[src/rtl/v_pkg.sv]
// Shared list-update types: product/command fields, the issue FIFO entry,
// and the depth of the downstream read-modify-write pipeline.
package v_pkg;

    typedef logic [7:0]  id_t;
    typedef logic [15:0] key_t;
    typedef logic [15:0] size_t;

    typedef enum logic [1:0] {
        CMD_ADD = 2'd0,
        CMD_MOD = 2'd1,
        CMD_DEL = 2'd2,
        CMD_CLR = 2'd3
    } cmd_t;

    typedef struct packed {
        id_t   prod_id;
        cmd_t  cmd;
        key_t  key;
        size_t size;
    } upd_cmd_t;

    localparam int unsigned UPD_PIPE_STAGES = 4;

endpackage

[src/rtl/v_upd_issue_fifo.sv]
// In-order DEPTH-entry FIFO of update commands; storage is not reset, only
// pointers and count. Push is ignored when full, pop when empty.
module v_upd_issue_fifo
    import v_pkg::*;
#(
    parameter int unsigned DEPTH = 8
) (
    input  logic                     clk,
    input  logic                     rst,
    input  logic                     push,
    input  upd_cmd_t                 push_data,
    input  logic                     pop,
    output upd_cmd_t                 head,
    output logic [$clog2(DEPTH):0]   count_nxt,
    output logic                     full,
    output logic                     empty
);

    localparam int unsigned PTR_W = $clog2(DEPTH);
    localparam logic [PTR_W:0]   CNT_FULL = (PTR_W+1)'(DEPTH);
    localparam logic [PTR_W:0]   CNT_ONE  = (PTR_W+1)'(1);
    localparam logic [PTR_W-1:0] PTR_ONE  = PTR_W'(1);

    upd_cmd_t         mem [DEPTH];
    logic [PTR_W-1:0] wr_ptr;
    logic [PTR_W-1:0] rd_ptr;
    logic [PTR_W:0]   count_r;
    logic             push_ok;
    logic             pop_ok;

    assign full    = (count_r == CNT_FULL);
    assign empty   = (count_r == '0);
    assign push_ok = push && !full;
    assign pop_ok  = pop && !empty;
    assign head    = mem[rd_ptr];

    always_comb begin
        count_nxt = count_r;
        unique case ({push_ok, pop_ok})
            2'b10:   count_nxt = count_r + CNT_ONE;
            2'b01:   count_nxt = count_r - CNT_ONE;
            default: count_nxt = count_r;
        endcase
    end

    always_ff @(posedge clk) begin
        if (rst) begin
            wr_ptr  <= '0;
            rd_ptr  <= '0;
            count_r <= '0;
        end else begin
            if (push_ok) wr_ptr <= wr_ptr + PTR_ONE;
            if (pop_ok)  rd_ptr <= rd_ptr + PTR_ONE;
            count_r <= count_nxt;
        end
    end

    always_ff @(posedge clk) begin
        if (push_ok) mem[wr_ptr] <= push_data;
    end

endmodule

[src/rtl/v_upd_issue.sv]
// Issue stage feeding the list-update pipeline: buffers commands in order and
// holds the head while its prod_id is in flight. Optional V_UPD_ISSUE_STATS_EN.
module v_upd_issue
    import v_pkg::*;
#(
    parameter int unsigned DEPTH = 8
) (
    input  logic  clk,
    input  logic  rst,
    input  logic  i_cmd_vld,
    input  id_t   i_cmd_prod_id,
    input  cmd_t  i_cmd_cmd,
    input  key_t  i_cmd_key,
    input  size_t i_cmd_size,
    output logic  o_cmd_rdy,
    input  logic  i_s1_upd_vld_r,
    input  id_t   i_s1_upd_prod_id_r,
    input  logic  i_s2_upd_vld_r,
    input  id_t   i_s2_upd_prod_id_r,
    input  logic  i_s3_upd_vld_r,
    input  id_t   i_s3_upd_prod_id_r,
    input  logic  i_s4_upd_vld_r,
    input  id_t   i_s4_upd_prod_id_r,
    output logic  o_upd_vld_r,
    output id_t   o_upd_prod_id_r,
    output cmd_t  o_upd_cmd_r,
    output key_t  o_upd_key_r,
    output size_t o_upd_size_r,
    output logic  o_busy_r
`ifdef V_UPD_ISSUE_STATS_EN
    ,
    output logic [31:0] o_stat_issued_r,
    output logic [31:0] o_stat_stall_r,
    output logic [31:0] o_stat_full_r
`endif
);

    localparam int unsigned PTR_W = $clog2(DEPTH);

    upd_cmd_t                 push_data;
    upd_cmd_t                 head;
    logic [PTR_W:0]           count_nxt;
    logic                     full;
    logic                     empty;
    logic                     push;
    logic                     issue;
    logic                     hazard;
    logic [UPD_PIPE_STAGES:0] inflight_vld;
    id_t                      inflight_id [UPD_PIPE_STAGES+1];

    assign o_cmd_rdy = !full;
    assign push      = i_cmd_vld && o_cmd_rdy;
    assign push_data = '{prod_id: i_cmd_prod_id, cmd: i_cmd_cmd,
                         key: i_cmd_key, size: i_cmd_size};

    v_upd_issue_fifo #(
        .DEPTH (DEPTH)
    ) u_fifo (
        .clk       (clk),
        .rst       (rst),
        .push      (push),
        .push_data (push_data),
        .pop       (issue),
        .head      (head),
        .count_nxt (count_nxt),
        .full      (full),
        .empty     (empty)
    );

    // Slot 0 is our own issue register; slots 1..4 are pipeline stages S1..S4.
    always_comb begin
        inflight_vld   = {i_s4_upd_vld_r, i_s3_upd_vld_r, i_s2_upd_vld_r,
                          i_s1_upd_vld_r, o_upd_vld_r};
        inflight_id[0] = o_upd_prod_id_r;
        inflight_id[1] = i_s1_upd_prod_id_r;
        inflight_id[2] = i_s2_upd_prod_id_r;
        inflight_id[3] = i_s3_upd_prod_id_r;
        inflight_id[4] = i_s4_upd_prod_id_r;
        hazard = 1'b0;
        for (int unsigned i = 0; i <= UPD_PIPE_STAGES; i++) begin
            if (inflight_vld[i] && (inflight_id[i] == head.prod_id)) hazard = 1'b1;
        end
    end

    assign issue = !empty && !hazard;

    always_ff @(posedge clk) begin
        if (rst) begin
            o_upd_vld_r <= 1'b0;
            o_busy_r    <= 1'b0;
        end else begin
            o_upd_vld_r <= issue;
            o_busy_r    <= (count_nxt != '0) || issue;
        end
    end

    always_ff @(posedge clk) begin
        if (!rst && issue) begin
            o_upd_prod_id_r <= head.prod_id;
            o_upd_cmd_r     <= head.cmd;
            o_upd_key_r     <= head.key;
            o_upd_size_r    <= head.size;
        end
    end

`ifdef V_UPD_ISSUE_STATS_EN
    always_ff @(posedge clk) begin
        if (rst) begin
            o_stat_issued_r <= '0;
            o_stat_stall_r  <= '0;
            o_stat_full_r   <= '0;
        end else begin
            if (issue)                o_stat_issued_r <= o_stat_issued_r + 32'd1;
            if (!empty && hazard)     o_stat_stall_r  <= o_stat_stall_r + 32'd1;
            if (i_cmd_vld && !o_cmd_rdy) o_stat_full_r <= o_stat_full_r + 32'd1;
        end
    end
`endif

endmodule

[config.mk]
export PLATFORM = sky130hd
export DESIGN_NAME = v_upd_issue
export DESIGN_NICKNAME = d
export VERILOG_FILES = /design/src/rtl/v_pkg.sv /design/src/rtl/v_upd_issue_fifo.sv /design/src/rtl/v_upd_issue.sv
export SDC_FILE = /design/constraint.sdc
export NUM_CORES = 1
export LEC_CHECK = 0
export CORE_MARGIN = 2
export CORE_UTILIZATION = 62
export DETAILED_ROUTE_END_ITERATION = 10
export PLACE_DENSITY = 0.86
export SYNTH_ARGS = -nofsm -noshare
export SYNTH_HDL_FRONTEND = slang
export SYNTH_SLANG_ARGS = --single-unit
[constraint.sdc]
create_clock -name clk -period 7.65 [get_ports clk]
set_input_delay 0.765 -clock clk [delete_from_list [all_inputs] [get_ports clk]]
set_output_delay 0.765 -clock clk [all_outputs]
set_load 0.1 [all_outputs]
* Word level (Yosys, flattened, before mapping)
Memories as Yosys holds them, arrays and structs flattened. A register that Yosys moved wholly into a read port is not among the register bits.
Index checks and enable logic that the tools add are counted.
** Word-level totals
- Memories :: 1
- Flip-flop bits (word level) :: 54
- Input bits :: 81
- Bits in writable memories :: 336
** Cells by class
- Reductions and logical operators :: 17
- Multiplexer cells :: 10
- Add/subtract/negate cells :: 4
- Eq/ne operators :: 8
** Memories
- u_fifo.mem :: depth 8, width 42, rd ports 1, clocked after Yosys merged registers in 1, wr ports 1, line v_upd_issue_fifo.sv:24 : upd_cmd_t mem [DEPTH];
** Operators with widths (number)
- $eq A8 B8 Y1 :: 5
- $logic_and A1 B1 Y1 :: 10
- $pmux W4 S2 :: 1
- $mux W1 :: 7
- $add A3 B1 Y3 const B :: 2
- $mux W3 :: 2
- $add A4 B1 Y4 const B :: 1
- $eq A4 B4 Y1 const B :: 1
- $logic_not A1 Y1 :: 4
- $logic_not A4 Y1 :: 1
- $reduce_bool A4 Y1 :: 1
- $sub A4 B1 Y4 const B :: 1
- $eq A2 B1 Y1 const B :: 1
- $eq A2 B2 Y1 const B :: 1
- $logic_or A1 B1 Y1 :: 1

* Logic depth before layout (Yosys ltp)
Gate-level depths: netlist of run 1.
- Depth in word-level cells :: 14
- Gate-level depth with buffers :: 18

* Cells and area by module
Synthesis of run 1 repeated with hierarchy kept, for this count alone.
** Unflattened totals
- Cells, all modules :: 681
- Area, all modules :: 15198.3 um^2
** Modules (own cells, without submodules)
- v_upd_issue_fifo :: cells each 564, area each 13310.3 um^2, times used 1, sequential area each 10349.9 um^2
- v_upd_issue :: cells each 117, area each 1888.1 um^2, times used 1, sequential area each 1301.2 um^2

* Worst setup path after synthesis of run 1
Ideal clock, no wire load.
- Path type :: register -> register
- From :: register u_fifo.count_r[0]
- To :: memory u_fifo.mem[0][0] in the netlist's numbering, enable pin
- Buffers on the path :: 0
- Library setup time :: 494 ps
- Setup slack :: 2508 ps
- Required time :: 7156 ps
- Data arrival time :: 4648 ps
- Cell stages (with the launch flop) :: 6
- Cells stage by stage :: dfxtp_1 -> nor3_1 -> nand2_1 -> nand2_1 -> or2_2 -> nor3_1
** On the way
- Cells in the longest elaborated chain, start to end :: 6
** RTL lines
- start, declared :: line v_upd_issue_fifo.sv:27 : logic [PTR_W:0] count_r;
- start signal, assigned :: line v_upd_issue_fifo.sv:54 : count_r <= count_nxt;
- $eq A4 B4 Y1 * :: line v_upd_issue_fifo.sv:31 : assign full = (count_r == CNT_FULL);
- $logic_not A1 Y1 * :: line v_upd_issue.sv:51 : assign o_cmd_rdy = !full;
- net o_cmd_rdy :: line v_upd_issue.sv:15 : output logic o_cmd_rdy,
- $logic_and A1 B1 Y1 :: line v_upd_issue.sv:52 : assign push = i_cmd_vld && o_cmd_rdy;
- $logic_and A1 B1 Y1 * :: line v_upd_issue_fifo.sv:33 : assign push_ok = push && !full;
- $mux W1 * :: line v_upd_issue_fifo.sv:59 : if (push_ok) mem[wr_ptr] <= push_data;
- $mux W1 (not written as such) * :: line v_upd_issue_fifo.sv:59
- end, declared :: line v_upd_issue_fifo.sv:24
The timed path passes the listed nets; every way through them passes the cells marked *.

==> summary.md, run 1 <==
| Metric | Value |
|---|---|
| Overflow left after global routing | 0 |
| Crit. End Element | flop |
| Clock H-tree levels | 2 |
| Run status | finished clean |
| Number of nets with antenna violations after routing | 0 |
| Number of global-route vias before repair | 7881 |
| Sequential share of the synthesized area | 0.764 |
| Total of hold buffers inserted after clock tree synthesis | 0 |
| Number of enable flip-flop cells after synthesis | 378 |
| CP Cell Sequence | buf_4 -> mux2_2 -> o22ai_1 -> or2_2 -> xnor2_1 -> nor4_1 -> a2111oi_2 -> nand2_2 -> inv_2 -> ha_1 -> ha_1 -> a21o_1 -> a21oi_1 -> xnor2_1 -> nor2_1 -> xnor2_1 -> a31oi_1 |
| Total Routed Length | 31.0 mm |
| Minimum clock period | 4.90 ns |
| Critical path start-end classification | flop to flop |
| Final number of hold-violating endpoints | 0 |
| Per-instance average area after synthesis | 21.0 um^2 |
| Most instantiated cells after synthesis | edfxtp_1, mux4_2, mux2_2 |
| Gpl congestion | 0.834 |
| YS warnings | 0 |
| Cell chosen for the clock root | clkbuf_16 |
| Number of iterations in the first detailed-routing pass | 5 |
| Placeable Area | 24200 um^2 |
| Share of the synthesized area in the top cell type | 0.744 |
| Placement Rows | 57 |
| Synthesized net count | 815 |
| Vias | ~7500 |
| Library cell with the highest instance count after synthesis | edfxtp_1 |
| Half-perimeter wire length of the detailed placement result | 16.7 mm |
| Highest Clock Rate | 204 MHz |
| Maximum number of pins on one net before global-route repair | a little over 80 |
| Hold path depth | 2 |
| Number of synthesized register bits | 393 |
| Layout cell share with drive strength beyond 1 | 0.222 |
| Yosys top cell by area | edfxtp_1 |
| Detailed-route vias per instance | 6.09 |
| Total CTS buffers | 39 |
| Die height | 161 um |
| DRC Markers | 0 |
| Asr flop ratio synth | 0 |
| Global-route wire length before repair | approximately 47 mm |
| Max clock buf depth | 3 |
| Setup skew after layout | 0.0252 ns |
| All-Layer GR Usage | 0.245 |
| Nets | 966 |
| CP Data Arrival Time | 5.29 ns |
| Starting density of the core | 0.629 |
| WP data required | 8.04 ns |
| IR Drop Worst-Case VDD | 0.313 mV |
| Max-Cap Viols | 0 |
| Non-filler cells, final | 1235 |
| Slew Viols, Final | 0 |
| Setup fix buffers added after clock tree synthesis | 0 |
| Clock tree from TritonCTS | done |
| Clock-pin slew reported for the worst setup and hold paths after clock tree synthesis | roughly 0.060 ns |
| Leakage Power | 5.79 nW |
| Initial DRC Count | 796 |
| Final number of setup-violating endpoints | 0 |
| Post-Synthesis Cell Area | 15300 um^2 |
| Clock sink total | 393 |
| Average wire per standard cell | 25.1 um |
| Number of cells on the worst reg-to-reg path | 17 |
| Biggest cell delay along the critical path | around 0.94 ns |
| Fillcell total | 1342 |
| Netlist cell types | 49 |
| Latest clock arrival within the worst-skew pair | 0.53 ns |
| Post-Syn Instances | 728 |
| Area added between synthesis and finish | 19.0% |
| Share of the clock period used by the worst path | 0.640 |
| Normalized max-slew margin | 0.196 |
| Kind of start point of the critical path | flop |
| I/O pin cnt | approximately 130 |
| Maximum fanout encountered on the critical timing path | 33 |
| Total Neg Setup Slack | 0 ns |
| Most used cell, CP | xnor2_1 |
| Number of gates resized after CTS | 0 |
| Total power per unit cell area | 371 nW/um^2 |
| Setup repair after global routing missed its margin | false |
| Die area | roughly 26000 um^2 |
| Class of the most critical hold timing path | flop to flop |
| Number of antenna violations at the first check in global routing | 2 |
| Top flip-flop cell by instance count after synthesis | edfxtp_1 |
| Slew of the pin with the lowest slew margin | 1.21 ns |
| Placed insts | 1162 |
| Leading post-synthesis cells by cell area | edfxtp_1, mux4_2, mux2_2 |
| Port Buffers | 125 |
| Slowest cell on the critical path | dfxtp_2 |
| Die span in x | between 150 and 200 um |
==> sequential cells by signal, summed over array words and instances, names as in the netlist, named ones only <==
| name | cells |
|---|---|
| o_upd_prod_id_r | 8 |
| u_fifo.count_r | 4 |
| o_busy_r | 1 |
| u_fifo.mem | 336 |
| o_upd_cmd_r | 2 |
| o_upd_size_r | 16 |
| o_upd_vld_r | 1 |
| o_upd_key_r | 16 |
| u_fifo.rd_ptr | 3 |
| u_fifo.wr_ptr | 3 |
==> path summary, 6_finish.rpt <==
check / slack [ns] / endpoint / from
hold reg to reg: 0.49 / u_fifo.wr_ptr[0] / u_fifo.wr_ptr[0]
setup / recovery: 2.75 / o_busy_r / flop
setup reg to reg: 2.75 / o_busy_r / flop
hold / removal: 0.49 / u_fifo.wr_ptr[0] / u_fifo.wr_ptr[0]
==> worst max-delay path, delay by kind of cell (launching register included) <==
family	cells	cell delay [ns]
buffers and inverters	2	0.55
and+or+nand+nor	4	0.59
adders and majority gates	2	0.44
xor gates and xnor gates	3	0.46
muxes	1	0.39
DFF	1	0.94
AOI/OAI and AO/OA	5	1.38
==> power by group <==
part | leakage, nW | internal, W | switching [W]
registers | 3.57 | 0.00262 | 0.000219
clock network | 0.611 | 0.00103 | 0.000780
logic | 1.61 | 0.000814 | 0.00127
==> placed cells by master (no fill, tap or decap), types with 4 or more instances in the layout <==
cell and instances:
nor4_1 5, or3_1 5, clkbuf_1 6, a21oi_1 16
a22oi_1 4, and3_1 9, nand2b_1 6, ha_1 5
nor2_4 7, clkinv_2 14, inv_1 10, clkinv_1 6
mux2_2 36, mux2i_1 18, dfxtp_1 12, nand2_1 8
edfxtp_1 378, buf_4 11, xnor2_1 9, nand3_1 7
mux4_2 72, xor2_1 18, nor2_1 14, clkbuf_16 40
o21ai_0 12, clkdlybuf4s50_1 125
==> cell type report <==
| cell class | instances | area, um^2 | area share |
|---|---|---|---|
| inverter | 11 | 41.3 | 0.00227 |
| antenna | 1 | 2.50 | 0.000138 |
| multi-input combinational | 298 | 3490 | 0.192 |
| clock inverter | 26 | 201 | 0.0111 |
| tap | 324 | 405 | 0.0223 |
| sequential | 393 | 11700 | 0.642 |
| timing repair buffer | 136 | 1330 | 0.0735 |
| clock buffer | 46 | 1020 | 0.0564 |
==> logic make-up after synthesis <==
group,Yosys count,synth area share
muxes,131,0.153
AOI/OAI and AO/OA,51,0.0218
and+or+nand+nor,83,0.0291
xor gates and xnor gates,27,0.0155
DFF,393,0.764
adders and majority gates,6,0.00541
buffers and inverters,37,0.0116
==> metal layers <==
layer | global-route usage | share of wire | up-vias
li1 | - | - | 3298
met1 | 0.337 | 0.40 | 3830
met2 | 0.403 | 0.50 | 336
met5 | 0 | 0.00042 | -
met3 | 0.0514 | 0.076 | 57
met4 | 0.0775 | 0.023 | 2
==> per-stage QoR <==
| stage | instance area [um^2] | power [W] | hold slack [ns] | worst slack, ns | util |
|---|---|---|---|---|---|
| 2_1_floorplan | 15300 | 0.00444 | 0.459 | 2.51 | - |
| 3_3_place_gp | 16900 | 0.00491 | 0.472 | 2.88 | 0.698 |
| 3_5_place_dp | 16900 | 0.00494 | 0.483 | 2.77 | 0.698 |
| 4_1_cts | 18200 | 0.00678 | 0.491 | 2.77 | 0.749 |
| 5_1_grt | 18200 | 0.00698 | 0.517 | 2.43 | 0.749 |
| 6_report | 18200 | 0.00674 | 0.489 | 2.75 | 0.749 |
(Power assumes the default switching activity.)
==> run 2, diff against run 1 <==
- CORE_UTILIZATION: 62 -> 58
- PLACE_DENSITY: 0.86 -> 0.82
- clock period: 7.65 -> 4.85 ns (I/O delays scaled with it)
==> run 2 against run 1 <==
Against the previous run: clock skew is 0.0062 ns lower; largest power group unchanged; sequential power is 54% higher; critical path depth down 1; critical endpoint unchanged; setup slack worse by 2.2 ns; power grew 57%.
==> summary.md, run 2 (same netlist as run 1, synthesis figures left out) <==
| Metric | Value |
|---|---|
| Number of antenna violations at the first check in global routing | 2 |
| Setup skew after layout | between 0.015 and 0.02 ns |
| WP data required | ~5.2 ns |
| Die area | 27600 um^2 |
| Number of iterations in the first detailed-routing pass | 7 |
| Clock H-tree levels | 2 |
| Kind of start point of the critical path | flop |
| Run status | finished clean |
| Maximum fanout encountered on the critical timing path | 39 |
| Placement Rows | around 60 |
| Class of the most critical hold timing path | flop to flop |
| Critical path start-end classification | flop to flop |
| Top sig layer | met5 |
| Die height | ~170 um |
| Vias | 7586 |
| All-Layer GR Usage | 0.228 |
| Biggest register | u_fifo.mem |
| Slew of the pin with the lowest slew margin | 1.01 ns |
| Port Buffers | 125 |
| IR Drop Worst-Case VDD | 0.557 mV |
| Fillcell total | 1529 |
| Initial DRC Count | 699 |
| Gpl congestion | between 0.8 and 0.9 |
| Total power per unit cell area | a little under 600 nW/um^2 |
| Number of gates resized after CTS | 0 |
| Total Routed Length | 30.8 mm |
| Final core area utilization | 0.703 |
| Leading cell types in the layout, fill and taps excluded | edfxtp_1, clkdlybuf4s50_1, mux4_2, clkbuf_16, mux2_2 |
| Overflow left after global routing | 0 |
| Half-perimeter wire length of the detailed placement result | 17.3 mm |
| Placeable Area | 25900 um^2 |
| Maximum number of pins on one net before global-route repair | 47 |
| Setup repair after global routing missed its margin | false |
| Latest clock arrival within the worst-skew pair | approximately 0.53 ns |
| Normalized max-slew margin | 0.323 |
| Clock sink total | roughly 400 |
| Minimum clock period | 4.28 ns |
| Max clock buf depth | 3 |
| Clock-pin slew reported for the worst setup and hold paths after clock tree synthesis | 0.06 ns |
| I/O pin cnt | 126 |
| Total of hold buffers inserted after clock tree synthesis | 0 |
| Total CTS buffers | 40 |
| DRC Markers | 0 |
| Top flop regs | u_fifo.mem (336), o_upd_key_r (16), o_upd_size_r (16) |
| Leading cell type in the layout, fill and taps excluded | edfxtp_1 |
| Layout cell share with drive strength beyond 1 | 0.214 |
| Clock tree from TritonCTS | done |
| Number of global-route vias before repair | 7872 |
| Share of the clock period used by the worst path | 0.883 |
| Crit. End Element | flop |
| Final number of setup-violating endpoints | 0 |
| Total Neg Setup Slack | 0 ns |
| Leakage Power | 5.79 nW |
| Highest Clock Rate | 234 MHz |
| Number of nets with antenna violations after routing | 0 |
| Average wire per standard cell | 24.7 um |
| Worst setup slack before clock tree synthesis | roughly 0.56 ns |
| Slew Viols, Final | 0 |
| CP Data Arrival Time | around 4.7 ns |
| Cell chosen for the clock root | clkbuf_16 |
| Total length of routed met2 wires | ~15 mm |
| Final number of hold-violating endpoints | 0 |
| Overall power after layout | 0.0106 W |
| Worst setup margin | about 0.57 ns |
| Global-route wire length before repair | about 47 mm |
| Met1 routed wirelength after detailed routing | 12.7 mm |
| Detailed-route vias per instance | 6.06 |
| Max-Cap Viols | 0 |
| Setup fix buffers added after clock tree synthesis | 0 |
| Starting density of the core | 0.589 |
| Met3 routed wirelength | 2.29 mm |
| Die span in x | ~170 um |
| Number of flip-flops in the largest register | 336 |
| Area added between synthesis and finish | 19.4% |
| Nets | between 900 and 1000 |
==> run 2: worst paths after layout <==
path	start	to	slack, ns	cells past startpoint
setup / recovery	flop	o_busy_r	0.57	16
hold / removal	u_fifo.rd_ptr[1]	flop	0.49	2
setup reg to reg	flop	o_busy_r	0.57	16
hold reg to reg	u_fifo.rd_ptr[1]	flop	0.49	2
==> run 2: layer usage <==
metal,GRT usage,vias to the layer above
met2,0.370,330
met5,0,-
met3,0.0553,76
met1,0.310,3863
li1,-,3315
met4,0.0760,2
==> run 2: critical path, stage by stage, from the launching register on <==
cell       delay (ns)
dfxtp_4          0.75
mux4_2           0.61
mux2i_4          0.31
xor2_1           0.13
o211ai_1         0.10
nor4_1           0.09
a2111oi_2        0.55
nand2_2          0.18
inv_2            0.12
ha_1             0.19
ha_1             0.24
a21o_1           0.17
a21oi_1          0.18
xnor2_1          0.15
nor2_1           0.07
xnor2_1          0.18
a31oi_1          0.10
==> run 2: power by group <==
part           internal, W  total [W]  leakage [nW]  switching (W)
Clock              0.00161    0.00281         0.578        0.00120
Combinational      0.00130    0.00340          1.64        0.00210
Sequential         0.00414    0.00437          3.57       0.000233
Total              0.00704     0.0106          5.79        0.00353
==> run 2: layout make-up <==
cell class                      instances  area, um^2  area share
Tap cell                              335         419      0.0230
Multi-Input combinational cell        298        3500       0.192
Timing Repair Buffer                  141        1400      0.0767
Sequential cell                       393       11700       0.640
Inverter                               11        41.3     0.00227
Clock inverter                         17         110     0.00605
Antenna cell                            2        5.00    0.000275
Clock buffer                           54        1070      0.0590
==> run 2: stage by stage <==
stage	instances	hold WS, ns	instance area, um^2
3_3_place_gp	1178	0.478	17000
4_1_cts	1249	0.487	18200
2_1_floorplan	728	0.459	15300
6_report	1251	0.490	18200
3_5_place_dp	1178	0.474	17000
5_1_grt	1250	0.510	18200
==> run 3, diff against run 2 <==
==> constraint.sdc (replaced) <==
create_clock -name clk -period 4.85 [get_ports clk]
set_input_delay 0.485 -clock clk [delete_from_list [all_inputs] [get_ports clk]]
set_output_delay 0.485 -clock clk [all_outputs]
set_load 0.01 [all_outputs]
==> run 3 against run 2 <==
Against the previous run: sequential power decreased by 0.9%; die area unchanged; via count shrank 0.13%; global-route usage fell by 0.46 points.
==> summary.md, run 3 (same netlist as run 1, synthesis figures left out) <==
| Metric | Value |
|---|---|
| Number of iterations in the first detailed-routing pass | 5 |
| Number of cells on the worst reg-to-reg path | 16 |
| Setup skew after layout | 0.0232 ns |
| Total CTS buffers | 39 |
| Maximum fanout encountered on the critical timing path | 28 |
| Max clock buf depth | 3 |
| Latest clock arrival within the worst-skew pair | 0.53 ns |
| Port Buffers | 125 |
| Worst R2R Setup Slack | 0.56 ns |
| Class of the most critical hold timing path | flop to flop |
| Clock tree from TritonCTS | done |
| Total power per unit cell area | 535 nW/um^2 |
| DRC Markers | 0 |
| Total Neg Setup Slack | 0 ns |
| Total Routed Length | 30.7 mm |
| Die span in x | 166 um |
| Average wire per standard cell | 24.5 um |
| Die height | ~170 um |
| Share of the clock period used by the worst path | 0.885 |
| Final number of hold-violating endpoints | 0 |
| Total of hold buffers inserted after clock tree synthesis | 0 |
| Half-perimeter wire length of the detailed placement result | 17.4 mm |
| Top flop regs | u_fifo.mem (336), o_upd_key_r (16), o_upd_size_r (16) |
| Worst setup slack before clock tree synthesis | 0.621 ns |
| Final number of setup-violating endpoints | 0 |
| Kind of start point of the critical path | flop |
| Critical path start-end classification | flop to flop |
| Run status | finished clean |
| Vias | ~7600 |
| Leakage Power | 5.83 nW |
| Nets | just under 1000 |
| Slew of the pin with the lowest slew margin | a little over 0.9 ns |
| Number of flip-flops in the largest register | 336 |
| Minimum clock period | 4.29 ns |
| Clock-pin slew reported for the worst setup and hold paths after clock tree synthesis | about 0.060 ns |
| Gpl congestion | 0.857 |
| Clock sink total | around 400 |
| Number of nets with antenna violations after routing | 0 |
| Area added between synthesis and finish | 19.7% |
| Hold path depth | 2 |
| Normalized max-slew margin | 0.382 |
| Maximum number of pins on one net before global-route repair | 44 |
| Biggest register | u_fifo.mem |
| Setup fix buffers added after clock tree synthesis | 0 |
| Worst setup margin | 0.557 ns |
| I/O pin cnt | 126 |
| Placement Rows | 59 |
| Placeable Area | 25900 um^2 |
| Number of gates resized after CTS | 0 |
| Layout cell share with drive strength beyond 1 | 0.221 |
| Cell chosen for the clock root | clkbuf_16 |
| Starting density of the core | 0.589 |
| Max-Cap Viols | 0 |
| Leading cell types in the layout, fill and taps excluded | edfxtp_1, clkdlybuf4s50_1, mux4_2, clkbuf_16, mux2_2 |
| Leading cell type in the layout, fill and taps excluded | edfxtp_1 |
| Highest Clock Rate | between 200 and 250 MHz |
| Initial DRC Count | ~760 |
| Slew Viols, Final | 0 |
| WP data required | around 5.2 ns |
| Die area | 27600 um^2 |
| Number of global-route vias before repair | ~7800 |
| IR Drop Worst-Case VDD | 0.318 mV |
| Clock H-tree levels | 2 |
| Worst reg2reg endpoint | o_busy_r |
| Detailed-route vias per instance | about 6 |
| CP Data Arrival Time | between 4 and 5 ns |
| Crit. End Element | flop |
| Setup repair after global routing missed its margin | false |
| Diodes inserted | 0 |
| All-Layer GR Usage | 0.223 |
| Critical Path End | o_busy_r |
| Number of antenna violations at the first check in global routing | 2 |
| Global-route wire length before repair | between 40 and 50 mm |
| Overflow left after global routing | 0 |
==> run 3: cell count changes in the layout (fill, tap and decap cells not counted), sizes merged <==
cell      change
bufinv        +1
diode         -2
buf           +4
clkinvlp      +2
clkbuf        -2
inv           -2
==> run 3: worst min-delay path by stage <==
stage          slack (ns)        startpoint               end
4_1_cts              0.50  u_fifo.wr_ptr[0]  u_fifo.wr_ptr[0]
5_1_grt              0.53  u_fifo.wr_ptr[0]  u_fifo.wr_ptr[0]
3_5_place_dp         0.49  u_fifo.wr_ptr[0]  u_fifo.wr_ptr[0]
2_1_floorplan        0.46  u_fifo.rd_ptr[1]              flop
6_report             0.50  u_fifo.wr_ptr[0]  u_fifo.wr_ptr[0]
3_3_place_gp         0.48  u_fifo.wr_ptr[0]  u_fifo.wr_ptr[0]
==> run 3: where the power goes <==
group / total [W] / internal [W] / switching [W]
clock network: 0.00284 / 0.00165 / 0.00119
logic: 0.00260 / 0.00131 / 0.00129
registers: 0.00433 / 0.00413 / 0.000194
total: 0.00977 / 0.00710 / 0.00267
==> run 3: per-layer routing <==
layer / routed length (um) / track usage
met5: 27 / 0
met4: 527 / 0.0662
met3: 2500 / 0.0427
met2: 15100 / 0.362
met1: 12600 / 0.316
==> run 3: area by class of cell <==
class | instances | area [um^2]
sequential | 393 | 11700
fill | 1503 | 7650
multi-input combinational | 298 | 3490
timing repair buffer | 145 | 1440
clock buffer | 52 | 1070
tap | 335 | 419
clock inverter | 18 | 150
inverter | 11 | 41.3
==> run 3: per-stage QoR <==
step | hold slack (ns) | total power, W | cell area [um^2] | std cells | utilization
after floorplan | 0.459 | 0.00616 | 15300 | 728 | -
after global routing | 0.533 | 0.0102 | 18300 | 1252 | 0.705
after detailed placement | 0.494 | 0.00698 | 17000 | 1182 | 0.658
after global placement | 0.476 | 0.00693 | 17000 | 1182 | 0.658
after CTS | 0.503 | 0.00984 | 18300 | 1252 | 0.705
final | 0.502 | 0.00977 | 18300 | 1252 | 0.705
==> run 3: worst max-delay path, cell delays in order, from the launching register on <==
cell and delay, ns:
dfxtp_4 0.65, mux4_1 0.67, mux2i_4 0.31, xor2_1 0.12, nand4_1 0.12, nor4_1 0.07, a2111oi_2 0.57, nand2_2 0.19
inv_2 0.13, ha_1 0.20, ha_1 0.24, a21o_1 0.18, a21oi_1 0.17, xnor2_1 0.14, nor2_1 0.07, xnor2_1 0.18
a31oi_1 0.10
